**src/rtl/anton_neopixel_pkg.sv**
```systemverilog
// Shared constants for the NeoPixel loader and transmitter: register map,
// control bit positions and loader FSM encodings.
package anton_neopixel_pkg;

  localparam logic [13:0] ADDR_REG_MAX_L = 14'h2000;
  localparam logic [13:0] ADDR_REG_MAX_H = 14'h2001;
  localparam logic [13:0] ADDR_REG_CTRL  = 14'h2002;
  localparam logic [13:0] ADDR_REG_STATE = 14'h2003;

  localparam int CTRL_INIT  = 0;
  localparam int CTRL_LIMIT = 1;
  localparam int CTRL_RUN   = 2;
  localparam int CTRL_LOOP  = 3;
  localparam int CTRL_BIT32 = 4;

  localparam logic [7:0] CTRL_INIT_WORD = 8'(1 << CTRL_INIT);
  localparam logic [7:0] CTRL_RUN_MASK  = 8'(1 << CTRL_RUN);

  localparam logic [3:0] ST_IDLE      = 4'd0;
  localparam logic [3:0] ST_INIT      = 4'd1;
  localparam logic [3:0] ST_INIT_WAIT = 4'd2;
  localparam logic [3:0] ST_LOAD      = 4'd3;
  localparam logic [3:0] ST_WR_MAXL   = 4'd4;
  localparam logic [3:0] ST_WR_MAXH   = 4'd5;
  localparam logic [3:0] ST_WR_CTRL   = 4'd6;
  localparam logic [3:0] ST_POLL      = 4'd7;
  localparam logic [3:0] ST_POLL_CHK  = 4'd8;
  localparam logic [3:0] ST_DONE      = 4'd9;

  function automatic logic [7:0] ctrl_run_word(input logic bit32, input logic loop);
    logic [7:0] w;
    w             = '0;
    w[CTRL_BIT32] = bit32;
    w[CTRL_LOOP]  = loop;
    w[CTRL_RUN]   = 1'b1;
    return w;
  endfunction

endpackage

```
**src/rtl/anton_bus_master_port.sv**
```systemverilog
// Registers a one-cycle write/read request onto the transmitter byte bus and
// flags when the read data returned by the transmitter is valid.
module anton_bus_master_port (
  input  logic        busClk,
  input  logic        busReset,
  input  logic        wrReq_i,
  input  logic        rdReq_i,
  input  logic [13:0] addr_i,
  input  logic [7:0]  wdata_i,
  output logic [13:0] busAddr_o,
  output logic [7:0]  busDataIn_o,
  output logic        busWrite_o,
  output logic        busRead_o,
  input  logic [7:0]  busDataOut_i,
  output logic        rdValid_o,
  output logic [7:0]  rdData_o
);

  logic [13:0] addr_q;
  logic [7:0]  data_q;
  logic        wr_q, rd_q, rdv_q;

  always_ff @(posedge busClk) begin
    if (busReset) begin
      addr_q <= '0;
      data_q <= '0;
      wr_q   <= 1'b0;
      rd_q   <= 1'b0;
      rdv_q  <= 1'b0;
    end else begin
      wr_q  <= wrReq_i;
      // Writes win so the two strobes can never overlap on the bus.
      rd_q  <= rdReq_i && !wrReq_i;
      rdv_q <= rd_q;
      if (wrReq_i || rdReq_i) addr_q <= addr_i;
      if (wrReq_i) data_q <= wdata_i;
    end
  end

  assign busAddr_o   = addr_q;
  assign busDataIn_o = data_q;
  assign busWrite_o  = wr_q;
  assign busRead_o   = rd_q;
  assign rdValid_o   = rdv_q;
  assign rdData_o    = busDataOut_i;

endmodule

```
**src/rtl/anton_neopixel_stream_loader.sv**
```systemverilog
// Loads a framed byte stream into the NeoPixel transmitter buffer, programs
// length/control, and in one-shot mode polls until the run bit clears.
module anton_neopixel_stream_loader
  import anton_neopixel_pkg::*;
#(
  parameter int PIXELS_MAX    = 66,
  parameter int POLL_INTERVAL = 64
) (
  input  logic        busClk,
  input  logic        busReset,
  input  logic [7:0]  streamData,
  input  logic        streamValid,
  input  logic        streamLast,
  output logic        streamReady,
  input  logic        cfg32bit,
  input  logic        cfgLoop,
  output logic [13:0] busAddr,
  output logic [7:0]  busDataIn,
  output logic        busWrite,
  output logic        busRead,
  input  logic [7:0]  busDataOut,
  output logic        busy,
  output logic        done,
  output logic        errOverflow
);

  localparam int CNT_BITS = $clog2(PIXELS_MAX + 1);
  localparam int TMR_BITS = $clog2(POLL_INTERVAL + 1);

  logic [3:0]          state_q, state_d;
  logic [CNT_BITS-1:0] count_q, count_d;
  logic [TMR_BITS-1:0] tmr_q, tmr_d;
  logic                bit32_q, bit32_d, loop_q, loop_d;
  logic                busy_q, busy_d, done_q, done_d, ovf_q, ovf_d;
  logic                wr_req, rd_req, rd_valid, run_seen;
  logic [13:0]         req_addr;
  logic [7:0]          req_data, rd_data;
  logic [15:0]         count_ext;

  assign count_ext = 16'(count_q);
  assign run_seen  = |(rd_data & CTRL_RUN_MASK);

  always_comb begin
    state_d  = state_q;
    count_d  = count_q;
    tmr_d    = tmr_q;
    bit32_d  = bit32_q;
    loop_d   = loop_q;
    busy_d   = busy_q;
    done_d   = 1'b0;
    ovf_d    = ovf_q;
    wr_req   = 1'b0;
    rd_req   = 1'b0;
    req_addr = ADDR_REG_CTRL;
    req_data = '0;
    case (state_q)
      ST_IDLE: if (streamValid) begin
        bit32_d = cfg32bit;
        loop_d  = cfgLoop;
        ovf_d   = 1'b0;
        count_d = '0;
        busy_d  = 1'b1;
        state_d = ST_INIT;
      end
      ST_INIT: begin
        wr_req   = 1'b1;
        req_data = CTRL_INIT_WORD;
        tmr_d    = '0;
        state_d  = ST_INIT_WAIT;
      end
      ST_INIT_WAIT: begin
        tmr_d = tmr_q + TMR_BITS'(1);
        if (tmr_q == TMR_BITS'(1)) state_d = ST_LOAD;
      end
      ST_LOAD: if (streamValid) begin
        if (count_q < CNT_BITS'(PIXELS_MAX)) begin
          wr_req   = 1'b1;
          req_addr = {1'b0, 13'(count_q)};
          req_data = streamData;
          count_d  = count_q + CNT_BITS'(1);
        end else begin
          ovf_d = 1'b1;
        end
        if (streamLast) state_d = ST_WR_MAXL;
      end
      ST_WR_MAXL: begin
        wr_req   = 1'b1;
        req_addr = ADDR_REG_MAX_L;
        req_data = count_ext[7:0];
        state_d  = ST_WR_MAXH;
      end
      ST_WR_MAXH: begin
        wr_req   = 1'b1;
        req_addr = ADDR_REG_MAX_H;
        req_data = count_ext[15:8];
        state_d  = ST_WR_CTRL;
      end
      ST_WR_CTRL: begin
        wr_req   = 1'b1;
        req_data = ctrl_run_word(bit32_q, loop_q);
        tmr_d    = '0;
        state_d  = loop_q ? ST_DONE : ST_POLL;
      end
      ST_POLL: begin
        if (tmr_q == TMR_BITS'(POLL_INTERVAL)) begin
          rd_req  = 1'b1;
          state_d = ST_POLL_CHK;
        end else begin
          tmr_d = tmr_q + TMR_BITS'(1);
        end
      end
      // The check cycle counts towards the next interval, keeping reads
      // POLL_INTERVAL+2 cycles apart.
      ST_POLL_CHK: if (rd_valid) begin
        if (run_seen) begin
          tmr_d   = TMR_BITS'(1);
          state_d = ST_POLL;
        end else begin
          done_d  = 1'b1;
          busy_d  = 1'b0;
          state_d = ST_DONE;
        end
      end
      ST_DONE: begin
        // One-shot frames already flagged done when the clear run bit arrived.
        if (loop_q) begin
          done_d = 1'b1;
          busy_d = 1'b0;
        end
        state_d = ST_IDLE;
      end
      default: state_d = ST_IDLE;
    endcase
  end

  always_ff @(posedge busClk) begin
    if (busReset) begin
      state_q <= ST_IDLE;
      count_q <= '0;
      tmr_q   <= '0;
      bit32_q <= 1'b0;
      loop_q  <= 1'b0;
      busy_q  <= 1'b0;
      done_q  <= 1'b0;
      ovf_q   <= 1'b0;
    end else begin
      state_q <= state_d;
      count_q <= count_d;
      tmr_q   <= tmr_d;
      bit32_q <= bit32_d;
      loop_q  <= loop_d;
      busy_q  <= busy_d;
      done_q  <= done_d;
      ovf_q   <= ovf_d;
    end
  end

  anton_bus_master_port u_port (
    .busClk      (busClk),
    .busReset    (busReset),
    .wrReq_i     (wr_req),
    .rdReq_i     (rd_req),
    .addr_i      (req_addr),
    .wdata_i     (req_data),
    .busAddr_o   (busAddr),
    .busDataIn_o (busDataIn),
    .busWrite_o  (busWrite),
    .busRead_o   (busRead),
    .busDataOut_i(busDataOut),
    .rdValid_o   (rd_valid),
    .rdData_o    (rd_data)
  );

  assign streamReady = (state_q == ST_LOAD);
  assign busy        = busy_q;
  assign done        = done_q;
  assign errOverflow = ovf_q;

endmodule

```
**config.mk**
```make
export PLATFORM = sky130hd
export DESIGN_NAME = anton_neopixel_stream_loader
export DESIGN_NICKNAME = d
export VERILOG_FILES = /design/src/rtl/anton_neopixel_pkg.sv /design/src/rtl/anton_bus_master_port.sv /design/src/rtl/anton_neopixel_stream_loader.sv
export SDC_FILE = /design/constraint.sdc
export NUM_CORES = 1
export LEC_CHECK = 0
export ABC_AREA = 1
export ABC_CLOCK_PERIOD_IN_PS = 1990
export BUFFER_PORTS_ARGS = -buffer_cell sky130_fd_sc_hd__buf_2
export CORE_MARGIN = 4
export CORE_UTILIZATION = 35
export DETAILED_ROUTE_END_ITERATION = 10
export MAX_ROUTING_LAYER = met4
export SLEW_MARGIN = 15
export SYNTH_ARGS = -nofsm -noshare
export SYNTH_HDL_FRONTEND = slang
export SYNTH_SLANG_ARGS = --single-unit
```
**constraint.sdc**
```tcl
create_clock -name busClk -period 1.99 [get_ports busClk]
set_clock_uncertainty 0.05 [all_clocks]
set_input_delay 0 -clock busClk [delete_from_list [all_inputs] [get_ports busClk]]
set_output_delay 0 -clock busClk [all_outputs]
set_load 0.02 [all_outputs]
```
==> out/qor.yml <==
hold_start: "streamData[4]"
finalCritPeriodShare_pct: 88.8
cts_buffers: 5
drive_gt1_share_pct: 20.8
slowest_stage: "dfxtp_1"
hold_depth: 5
required_ns: 2.17
r2r_cells: 10
ys_seq_area_share_pct: 33.8
path_depth: 10
dieArea_mm2: 0.00853
placed_cells: 506
crit_buf_inv: 2
crit_chain: "inv_2 > nand2_4 > inv_2 > nand2_1 > nand2_1 > nor2_1 > nand2_2 > nand2_2 > nand2_1 > a21oi_1"
p_leak_nw: 1.35
maxCapViolations: 0
peakVddDrop_v: 0.000437
drc: 0
vias: 2414
syn_to_final_growth_pct: 18.1
critPathTopFamily: "simple AND/OR/NAND/NOR gates"
yosysWarnings: 0
path_class: "reg2reg"
drtIter0Drc: 108
clk_pin_slew_ns: 0.08
setup.worst_path.start: "state_q[3]$_SDFFE_PP0P_"
synth_top_cell_area_share_pct: 33.8
rsz0062_at_grt: "false"
htreeDepth: 2
detail-route-antenna-nets: 0
final_cell_mix: "nand2_1, nor2_1, dfxtp_1"
multiInputGateArea_mm2: 0.00138
coreArea_mm2: 0.00687
cts_tree: "done"
arrival_ns: 1.95
mostFrequentLayoutCell: "nand2_1"
syn_area_mm2: 0.00249
grt_first_pass_wirelength_um: 11000
period_needed_ns: 1.77
initial_core_util_pct: 36.3
min_path_type: "in2reg"
io_pins: 50
grtUsageTotal_pct: 16.4
vias_per_cell: 4.61
worstSkewPairLatency_ns: 0.31
synth_area_leaders: "dfxtp_1, nand2_1, nor2_1, a21oi_1, inv_1"
outcome: "finished clean"
nFillCells: 758
ys_ff_latch: 42
drtPass1Iterations: 4
grt_pass1_vias: 2233
endpoint_kind: "flip-flop"
fin_hold_ws_ns: 0.0525
hpwlAfterDp_um: 4840
tns_ns: 0
p_per_area_mw_per_mm2: 937
diodes: 0
grt_max_degree: 26
netlist.top_cell.by_area: "dfxtp_1"
numPortBuffers: 36
root_buffer: "clkbuf_8"
setup_violations: 0
hold_viol_final: 0
antenna_found_initial: 0
cp_slowest_stage_delay_ns: 0.56
ctsLongestPathBuffers: 2
routedWlPerCell_um: 12.3
r2r_setup_slack_ns: 0.22
cp-start-kind: "flip-flop"
cts_setup_buffers: 0
totalWireLength_um: 6430
regArea_um2: 841
post-route-util_pct: 42.8
synthesis.area_per_instance_um2: 6.57
instances_no_fill: 524
clock-sinks: 42
clock.fmax_ghz: 0.566
die_h_um: 92.4
place_congestion: 0.918
grt_overflow: 0
timing.rr.start: "state_q[3]$_SDFFE_PP0P_"
num_rows: 30
synth.distinct_cells: 28
maxSlewViolCount: 0
die_x_um: 92.4
synthCells: 379
critPathMostFrequentCell: "nand2_1"
num-nets-final: 453
worst-path-max-fanout: 8
power.total_w: 0.00276
[routing by layer]
metal / share of wire, % / track usage, %
met3: 5.8 / 3.09
met1: 49 / 23.4
met5: 0 / -
met4: 0.82 / 4.08
met2: 44 / 23.9
[final timing paths]
| check | to |
|---|---|
| hold reg to reg | u_port.rdValid_o$_SDFF_PP0_ |
| hold / removal | u_port.busDataIn_o[4]$_SDFFE_PP0P_ |
| setup / recovery | tmr_q[3]$_SDFFE_PP0P_ |
| setup reg to reg | tmr_q[3]$_SDFFE_PP0P_ |
[tightest hold or removal path: stages]
cell     delay (ns)
buf_2          0.08
nand4_1        0.09
nand3_1        0.09
nor2_1         0.04
nor2_1         0.06
[final cells by class]
| class | count | area share (%) |
|---|---|---|
| Multi-Input combinational cell | 277 | 46.9 |
| Sequential cell | 42 | 28.6 |
| Timing Repair Buffer | 52 | 11.1 |
| Inverter | 49 | 6.29 |
| Tap cell | 96 | 4.08 |
| Clock buffer | 5 | 2.34 |
| Clock inverter | 3 | 0.723 |
[stage by stage]
stage	cell area, um^2	worst slack [ns]
after CTS	2940	0.199
after global routing	2940	0.0485
after detailed placement	2750	0.216
after floorplan	2510	0.464
after global placement	2750	0.300
final	2940	0.222
[power breakdown]
group | switching, W | internal (W)
combinational | 0.000792 | 0.000376
sequential | 0.0000800 | 0.000943
clock | 0.000321 | 0.000247
[registers in the layout (all words and copies together), names as in the netlist]
signal / flops
u_port.busDataIn_o: 8
u_port.busWrite_o: 1
loop_q: 1
tmr_q: 7
bit32_q: 1
done: 1
count_q: 7
u_port.busRead_o: 1
state_q: 4
busy: 1
errOverflow: 1
u_port.rdValid_o: 1
u_port.busAddr_o: 8
[cell families after synthesis]
group	after synthesis	synth area share [%]
AOI/OAI and AO/OA	43	9.84
xor gates and xnor gates	6	2.11
adders and majority gates	4	2.01
buffers and inverters	65	11.8
DFF	42	33.8
other	1	0.151
and+or+nand+nor	218	40.4
[Yosys cell counts]
library cell    n
clkbuf_1        4
o21bai_1        3
nand2_8         1
buf_6           2
dfxtp_1        42
nand3_1        19
nand2_1       102
conb_1          1
ha_1            4
buf_2           2
clkinv_2        1
buf_4           8
xnor2_1         2
nand4_1        20
o21ai_0         5
nand2_2         6
nand3_2         3
o21ai_1         2
nor2_1         54
xor2_1          4
nand3b_1        1
a21oi_4         2
inv_1          34
nor2_2          6
inv_2          14
nor2_4          4
a21oi_1        31
nand2_4         2
[what timing repair did]
action	in CTS	in global routing
resized for setup	0	1
endpoints found under the setup margin	0	1
hold endpoints to repair	15	0
hold buffers	10	0
Power figures use the tool's default switching activity.
